**src/rtl/icache_pkg.sv**
```systemverilog
// rtl/icache_pkg.sv - shared cache FSM encodings and default geometry
//
// Purpose : FSM state encodings and default line geometry shared by the
//           instruction cache and the data cache.
// Ports   : none (package).

package icache_pkg;

    typedef enum logic {
        IDLE   = 1'b0,
        REFILL = 1'b1
    } cache_state_t;

    localparam int DEF_INDEX_BITS = 4;  // 16 lines
    localparam int DEF_WORD_BITS  = 2;  // 4 words (16 bytes) per line

    // Tag width left over from a 32-bit byte address once the byte offset,
    // word offset and index fields are removed.
    function automatic int tag_bits(input int index_bits, input int word_bits);
        return 30 - index_bits - word_bits;
    endfunction

endpackage

```
**src/rtl/icache_store.sv**
```systemverilog
// rtl/icache_store.sv - valid/tag/data arrays of the direct-mapped icache
//
// Purpose : Line storage for the instruction cache. One combinational read
//           port, one word write port, one line valid/tag write port and a
//           single-line invalidate port.
// Ports   : clk, rst       - clock, synchronous active-high reset (valid bits only)
//           rd_index/rd_word -> rd_valid, rd_tag, rd_data (combinational)
//           word_we, wr_index, wr_word, wr_data - write one data word
//           line_we, wr_index, line_tag          - write tag and set valid
//           inval_we, inval_index                - clear one valid bit

module icache_store
    import icache_pkg::*;
#(
    parameter int INDEX_BITS = DEF_INDEX_BITS,
    parameter int WORD_BITS  = DEF_WORD_BITS,
    parameter int TAG_BITS   = tag_bits(INDEX_BITS, WORD_BITS)
) (
    input  logic                  clk,
    input  logic                  rst,
    input  logic [INDEX_BITS-1:0] rd_index,
    input  logic [WORD_BITS-1:0]  rd_word,
    output logic                  rd_valid,
    output logic [TAG_BITS-1:0]   rd_tag,
    output logic [31:0]           rd_data,
    input  logic                  word_we,
    input  logic [INDEX_BITS-1:0] wr_index,
    input  logic [WORD_BITS-1:0]  wr_word,
    input  logic [31:0]           wr_data,
    input  logic                  line_we,
    input  logic [TAG_BITS-1:0]   line_tag,
    input  logic                  inval_we,
    input  logic [INDEX_BITS-1:0] inval_index
);

    localparam int LINES = 1 << INDEX_BITS;
    localparam int WORDS = 1 << (INDEX_BITS + WORD_BITS);

    logic [LINES-1:0]    valid_q;
    logic [TAG_BITS-1:0] tag_q  [LINES];
    logic [31:0]         data_q [WORDS];

    assign rd_valid = valid_q[rd_index];
    assign rd_tag   = tag_q[rd_index];
    assign rd_data  = data_q[{rd_index, rd_word}];

    always_ff @(posedge clk) begin
        if (rst) begin
            valid_q <= '0;
        end else if (line_we) begin
            valid_q[wr_index] <= 1'b1;
        end else if (inval_we) begin
            valid_q[inval_index] <= 1'b0;
        end
    end

    always_ff @(posedge clk) begin
        if (line_we) begin
            tag_q[wr_index] <= line_tag;
        end
    end

    always_ff @(posedge clk) begin
        if (word_we) begin
            data_q[{wr_index, wr_word}] <= wr_data;
        end
    end

endmodule

```
**src/rtl/icache.sv**
```systemverilog
// rtl/icache.sv - direct-mapped instruction cache with line refill
//
// Purpose : Answers fetch requests by PC with a one-cycle response pulse;
//           on a miss refills the whole line word by word from memory.
// Ports   : clk, rst, rdy (global enable), clear (pipeline flush)
//           fetch_ready_in, fetch_pc          - fetch request
//           instcache_ready_out, inst_out     - fetch response
//           icache_mem_req, icache_mem_addr   - word read request to memory
//           mem_icache_data, mem_icache_ready - memory read data

module icache
    import icache_pkg::*;
#(
    parameter int INDEX_BITS = DEF_INDEX_BITS,
    parameter int WORD_BITS  = DEF_WORD_BITS
) (
    input  logic        clk,
    input  logic        rst,
    input  logic        rdy,
    input  logic        clear,
    input  logic        fetch_ready_in,
    input  logic [31:0] fetch_pc,
    output logic        instcache_ready_out,
    output logic [31:0] inst_out,
    output logic        icache_mem_req,
    output logic [31:0] icache_mem_addr,
    input  logic [31:0] mem_icache_data,
    input  logic        mem_icache_ready
);

    localparam int TAG_BITS  = tag_bits(INDEX_BITS, WORD_BITS);
    localparam int LINE_BITS = TAG_BITS + INDEX_BITS;

    cache_state_t          state_q, state_d;
    logic [WORD_BITS-1:0]  counter_q, counter_d;
    logic [LINE_BITS-1:0]  base_q, base_d;   // {tag, index} of the line being refilled
    logic                  req_d;
    logic                  ready_d;
    logic [31:0]           inst_d;

    logic                  wr_en;
    logic                  word_we, line_we, inval_we;
    logic                  rd_valid;
    logic [TAG_BITS-1:0]   rd_tag;
    logic [31:0]           rd_data;
    logic                  hit;
    logic                  unused_pc_bits;

    assign unused_pc_bits = ^fetch_pc[1:0];

    // Store writes only happen on cycles where state is allowed to advance.
    assign wr_en = rdy && !rst;

    // The refill address is rebuilt from the latched line and the word
    // counter, so it advances the cycle after each accepted word and is
    // naturally frozen while rdy is low.
    assign icache_mem_addr = {base_q, counter_q, 2'b00};

    icache_store #(
        .INDEX_BITS(INDEX_BITS),
        .WORD_BITS (WORD_BITS),
        .TAG_BITS  (TAG_BITS)
    ) u_store (
        .clk        (clk),
        .rst        (rst),
        .rd_index   (fetch_pc[WORD_BITS+INDEX_BITS+1:WORD_BITS+2]),
        .rd_word    (fetch_pc[WORD_BITS+1:2]),
        .rd_valid   (rd_valid),
        .rd_tag     (rd_tag),
        .rd_data    (rd_data),
        .word_we    (word_we),
        .wr_index   (base_q[INDEX_BITS-1:0]),
        .wr_word    (counter_q),
        .wr_data    (mem_icache_data),
        .line_we    (line_we),
        .line_tag   (base_q[LINE_BITS-1:INDEX_BITS]),
        .inval_we   (inval_we),
        .inval_index(fetch_pc[WORD_BITS+INDEX_BITS+1:WORD_BITS+2])
    );

    assign hit = rd_valid && (rd_tag == fetch_pc[31:WORD_BITS+INDEX_BITS+2]);

    always_ff @(posedge clk) begin
        if (rst) begin
            state_q             <= IDLE;
            counter_q           <= '0;
            base_q              <= '0;
            icache_mem_req      <= 1'b0;
            instcache_ready_out <= 1'b0;
            inst_out            <= '0;
        end else if (rdy) begin
            state_q             <= state_d;
            counter_q           <= counter_d;
            base_q              <= base_d;
            icache_mem_req      <= req_d;
            instcache_ready_out <= ready_d;
            inst_out            <= inst_d;
        end
    end

    always_comb begin
        state_d   = state_q;
        counter_d = counter_q;
        base_d    = base_q;
        req_d     = icache_mem_req;
        ready_d   = 1'b0;
        inst_d    = inst_out;
        word_we   = 1'b0;
        line_we   = 1'b0;
        inval_we  = 1'b0;

        if (clear) begin
            // Flush wins over everything; a partially refilled line keeps
            // the valid bit that was cleared when its refill started.
            state_d   = IDLE;
            counter_d = '0;
            req_d     = 1'b0;
        end else begin
            case (state_q)
                IDLE: begin
                    // A request still visible in the response cycle belongs
                    // to the request just answered, so it is not looked up.
                    if (fetch_ready_in && !instcache_ready_out) begin
                        if (hit) begin
                            ready_d = 1'b1;
                            inst_d  = rd_data;
                        end else begin
                            inval_we  = wr_en;
                            base_d    = fetch_pc[31:WORD_BITS+2];
                            counter_d = '0;
                            req_d     = 1'b1;
                            state_d   = REFILL;
                        end
                    end
                end
                REFILL: begin
                    if (mem_icache_ready) begin
                        word_we   = wr_en;
                        counter_d = counter_q + 1'b1;
                        if (&counter_q) begin
                            line_we = wr_en;
                            req_d   = 1'b0;
                            state_d = IDLE;
                        end
                    end
                end
                default: state_d = IDLE;
            endcase
        end
    end

endmodule

```
**config.mk**
```make
export PLATFORM = sky130hd
export DESIGN_NAME = icache
export DESIGN_NICKNAME = d
export VERILOG_FILES = /design/src/rtl/icache_pkg.sv /design/src/rtl/icache_store.sv /design/src/rtl/icache.sv
export SDC_FILE = /design/constraint.sdc
export NUM_CORES = 2
export LEC_CHECK = 0
export ABC_AREA = 1
export ABC_CLOCK_PERIOD_IN_PS = 4400
export CAP_MARGIN = 40
export CORE_MARGIN = 4
export CORE_UTILIZATION = 50
export DETAILED_ROUTE_END_ITERATION = 6
export PLACE_DENSITY = 0.75
export SLEW_MARGIN = 20
export SYNTH_ARGS = -nofsm -noshare
export SYNTH_HDL_FRONTEND = slang
export SYNTH_SLANG_ARGS = --single-unit
```
**constraint.sdc**
```tcl
create_clock -name clk -period 4.4 [get_ports clk]
set_input_delay 0.88 -clock clk [delete_from_list [all_inputs] [get_ports clk]]
set_output_delay 0.88 -clock clk [all_outputs]
set_load 0.01 [all_outputs]
```
Word level (Yosys, flattened, before mapping). Memories as Yosys holds them, arrays and structs flattened. A register that Yosys moved wholly into a read port is not among the register bits. Index checks and enable logic that the tools add are counted.

Add/sub/neg operators: 1. $lt $le $gt $ge: 4. Equal/unequal tests: 5. Mux-type cells: 44. Bitwise operators: 6. Reduce and logical (&&, ||, !) cells: 13.

Operators by type and width (number): 2-to-1 mux 1 bit (32); 2-to-1 mux 16 bit (2); == test 24 bit (1); AND 16 bit (1); NOT 16 bit (1); OR 16 bit (1); AND reduction 5 bit (3); < comparator 4 x 5 -> 1 bit, second input constant (2); inequality test 3 bit, second input constant (3); demux 1 bit (select 4 bit) (2); >= comparator 4 x 1 -> 1 bit, second input constant (2); 2-to-1 mux 2 bit (4); logical AND 1 bit (5); binary-select mux 1 bit (select 4 bit) (1); case mux 1 bit (2 select lines) (2); case mux 2 bit (2 select lines) (1); AND reduction 4 bit (1); inequality test 3 x 2 -> 1 bit, second input constant (1); NOT 1 bit (3); adder 2 x 1 -> 2 bit, second input constant (1); logical NOT 1 bit (2); AND reduction 2 bit (1); nonzero test 2 bit (1).

Register bits after elaboration: 49. Bits in writable memories: 2432. Bits of input ports: 70. Output and inout port bits: 66. Memories kept: 2.

Memory list: u_store.data_q (depth 64, width 32, read ports 1, clocked after Yosys merged registers in 1, write ports 1, RTL line icache_store.sv:41) `logic [31:0] data_q [WORDS];`; u_store.tag_q (depth 16, width 24, read ports 1, clocked after Yosys merged registers in 0, write ports 1, RTL line icache_store.sv:40) `logic [TAG_BITS-1:0] tag_q [LINES];`.

Longest topological paths before layout.
Depth after elaboration: 9. Depth in mapped cells: 23.

By module. Synthesis repeated with hierarchy kept, for this count alone.

Cell total of the unflattened synthesis: 8287. Area total of the unflattened synthesis: 100562.7 sq um.

Modules (own cells, without submodules): icache_store (times used 1, cells an instance 7874, area an instance 97654.9 sq um, sequential area each 73350.3 sq um); icache (times used 1, cells an instance 413, area an instance 2907.8 sq um, sequential area each 1301.2 sq um).

Worst setup path before layout. Ideal clock, no wire load.

Path kind: input port to flip-flop. From: input clear. To: memory u_store.tag_q[2][0] in the netlist's numbering (enable). Arrival time: 3.505 ns. Data required time: 3.962 ns. Setup slack: 0.457 ns. Stages on the path: 6. Cells stage by stage: nor2_1 nand3_1 nor2_1 inv_1 clkbuf_1 nor3_1.

Longest elaborated chain between the ends: 3.

Ends and longest elaborated chain: from (decl) (RTL line icache.sv:20) `input logic clear,`; 2-to-1 mux 1 bit (RTL line icache.sv:112) `if (clear) begin`; 2-to-1 mux 1 bit (RTL line icache_store.sv:58) `if (line_we) begin`; 2-to-1 mux 1 bit (implied by the code) (RTL line icache_store.sv:59) `tag_q[wr_index] <= line_tag;`; to (decl) (RTL line icache_store.sv:40).

No other way between the ends.

Final worst setup path.
From: input fetch_pc[6]. To: register inst_out[21] (read register of u_store.data_q).

Longest elaborated chain between the ends: 4. Elaborated cells between the ends (all ways): 6. Classes of those cells: 1 x eq/ne; 2 x mux; 2 x reduce/logical; 1 x memory.

Ends and longest elaborated chain: from (decl) (RTL line icache.sv:22) `input logic [31:0] fetch_pc,`; memory (16 x 24 bit) / binary-select mux 1 bit (select 4 bit) (equally long branches); == test 24 bit / 2-to-1 mux 1 bit (equally long branches) (RTL line icache.sv:81, icache_store.sv:43); logical AND 1 bit (RTL line icache.sv:81) `assign hit = rd_valid && (rd_tag == fetch_pc[31:WORD_BITS+INDEX_BITS+2]);`; AND reduction 5 bit (no source line); to (decl) (RTL line icache.sv:24) `output logic [31:0] inst_out,`.

Several ways; a longest one is shown, not always the timed one. The select of a mux whose other input is x is not followed. A chain may end at the register's enable or synchronous reset.

==> reports/results.ini <==
[clock_network]
clk_latency_ns = 0.86
htreeDepth = 4
clockBufferDepth = 3
cts_tree = built
post_cts_buffers = 0
root_buffer = clkbuf_16
ctsResizeCount = 0
cts_hold_buf = 0
numClockSinks = 2513
cts_buffers = 233
clkTransAtPathRegs_ns = 0.06

[synth]
netlist.area_leader.share_pct = 74.0
synth_compound_area_share_pct = 10.4
synth_cell_types = 44
yosys.area_share.simple_pct = 11.3
synth_xor_area_share_pct = 0
synth_top_cell_by_area = edfxtp_1
synthesis.area_um2 = 98700
postSynthCellCount = 7838
async_flop_share_pct = 0
yosysSeqAreaShare_pct = 75.7
ys_ff_latch = 2513
ys.flop_type = edfxtp_1
synth.mux.area_fraction_pct = 0
synth_edf_count = 2432
avgSynthCellArea_um2 = 12.6
synth.area.top_cells = edfxtp_1, o21ai_0, nand2_1
synth_top_family_by_area = simple AND/OR/NAND/NOR gates
yosys_warnings = 0
synthAdderAreaFrac_pct = 0.0127

[finish]
finalNetCount = 8070
fillerInstances = 14600
multi_input_area_um2 = 22000
regArea_um2 = 74700
layout_commonest_cell = edfxtp_1
syn_to_final_growth_pct = 14.4
fin_cells = 10800
drive_gt1_share_pct = 9.23
mostFrequentLayoutCells = edfxtp_1, nand2_1, nor2_1

[drt]
dr.pass1.iters = 7
wl_per_cell_um = 25.6
wl_um = 278000
drtIter0Drc = 10400
drc = 1
viasPerCell = 6.16
vias = 66800
detail-route-antenna-nets = 0

[global_routing]
grt_pass1_wl_um = 403000
grt.overflow.total = 0
grt_pass1_vias = 63100
antenna_found_initial = 25
grt_start_max_net_pins = 181
grt_usage_pct = 26.3

[pwr]
vdd_drop_max_mv = 0.423
p_per_area_nw_per_um2 = 435
power_leakage_nw = 37.6

[setup_path]
ff2ff_setup_slack_ns = 1.23
worstPathRequired_ns = 5.13
crit_arrival_ns = 4.27
critPathCaptureType = flip-flop
r2r-start = base_q[1]$_SDFFE_PP0P_
crit_fanout = 8
rr_worst_depth = 5
startpoint_type = input port
worstReg2RegEnd = u_store.data_q[57][8]$_DFFE_PP_
worstSetupPathType = in -> reg

[die]
rows = 162
core-area_um2 = 196000
fp.dieW_um = 452
start_util_pct = 50.4
io_pins = 136
die-area_um2 = 204000
die_h_um = 452

[worst_hold_path]
min_from = mem_icache_data[5]
min_delay_path_depth = 1
whs_endpoint = u_store.data_q[51][5]$_DFFE_PP_
hold_path.class = in -> reg

[timing]
finalClockSkew_ns = 0.0456
hold_viol = 0
fin_ws_ns = 0.860
min_period_ns = 3.54
fmax_ghz = 0.282
maxSlewViolCount = 0
relSlewSlack_pct = 39.5
setup_viol = 0
fin_tns_setup_ns = 0
rsz0062_at_grt = no
worstMarginPinSlew_ns = 0.907
min_period_over_period_pct = 80.5

[placement]
hpwl_um = 156000
place_inst = 10400
gp_congestion = 0.884
dpl_worst_slack_ns = 0.193
portBuffers = 131

[flow_run]
cap_violations = 0

[run_status]
violations = DRC
status = finished, violations left

## critical path, stage by stage
cell and delay [ns]:
clkdlybuf4s50_1 0.81, nand2_1 0.19, inv_2 0.26, buf_4 0.23, nand2_1 0.09, nand2_1 0.11, o21ai_0 0.09, nand2_1 0.16
nand2_1 0.08, nor2_1 0.08, nand2_1 0.06, nor2_1 0.33, nand4_1 0.16, buf_4 0.25, buf_4 0.18, nor3_2 0.21
nor2_1 0.07
## routing by layer
layer / global-route usage, % / routed length, um
met5: 0 / 56
met4: 11.6 / 12400
met3: 6.39 / 36700
met2: 41.4 / 130000
met1: 35.0 / 99200
## sequential cells by signal, summed over array words and instances, names as in the netlist
signal / count
u_store.data_q: 2048
u_store.tag_q: 384
inst_out: 32
base_q: 28
u_store.valid_q: 16
counter_q: 2
icache_mem_req: 1
instcache_ready_out: 1
state_q: 1
## worst max path at each step
stage	startpoint	end	slack [ns]	cells after the start
after global placement	fetch_pc[7]	inst_out[21]$_SDFFE_PP0P_	0.16	18
after detailed placement	fetch_pc[6]	inst_out[21]$_SDFFE_PP0P_	0.19	17
after floorplan	clear	u_store.tag_q[2][0]$_DFFE_PP_	0.46	6
after CTS	fetch_pc[6]	inst_out[21]$_SDFFE_PP0P_	1.03	17
after global routing	fetch_pc[6]	inst_out[1]$_SDFFE_PP0P_	0.78	18
final	fetch_pc[6]	inst_out[21]$_SDFFE_PP0P_	0.86	17
## synth_stat cells (all sizes together) (11+ instances only)
cell / count
a41oi: 13
a221oi: 20
a21oi: 86
dfxtp: 81
o22ai: 513
buf: 99
nand2: 1366
o21ai: 1081
edfxtp: 2432
a22o: 58
inv: 151
clkbuf: 399
o21bai: 12
nand3: 118
nor2: 1244
nor3: 34
nand4: 70
a2bb2oi: 11
a22oi: 23
## report_power, final
part	switching [mW]	internal (mW)
Clock	8.74	11.3
Sequential	0.0724	26.2
Combinational	1.96	0.762
Total	10.8	38.3
## stage by stage
stage	cell area, um^2	power [mW]	utilization, %	hold WS [ns]
3_5_place_dp	105000	29.4	53.8	0.471
5_1_grt	113000	50.4	57.7	0.393
4_1_cts	113000	49.1	57.7	0.371
2_1_floorplan	98700	28.2	-	0.451
6_report	113000	49.1	57.7	0.412
3_3_place_gp	105000	29.3	53.5	0.453
## cell families (layout without fill, tap and decap cells)
logic type,count (synthesis),count (layout)
DFF,2513,2513
other,1,11
buffers and inverters,654,1016
adders and majority gates,1,1
AOI/OAI and AO/OA,1828,1828
and+or+nand+nor,2841,2841
## layout make-up
type	instances	share of cell area [%]
inverters	156	0.542
diodes	9	0.0200
well taps	2624	2.91
flip-flops and latches	2513	66.1
repair buffers	423	4.14
clock buffers	292	5.48
clock inverters	145	1.26
multi-input cells	4672	19.5
Note: power is estimated with default switching activity, not from simulation.
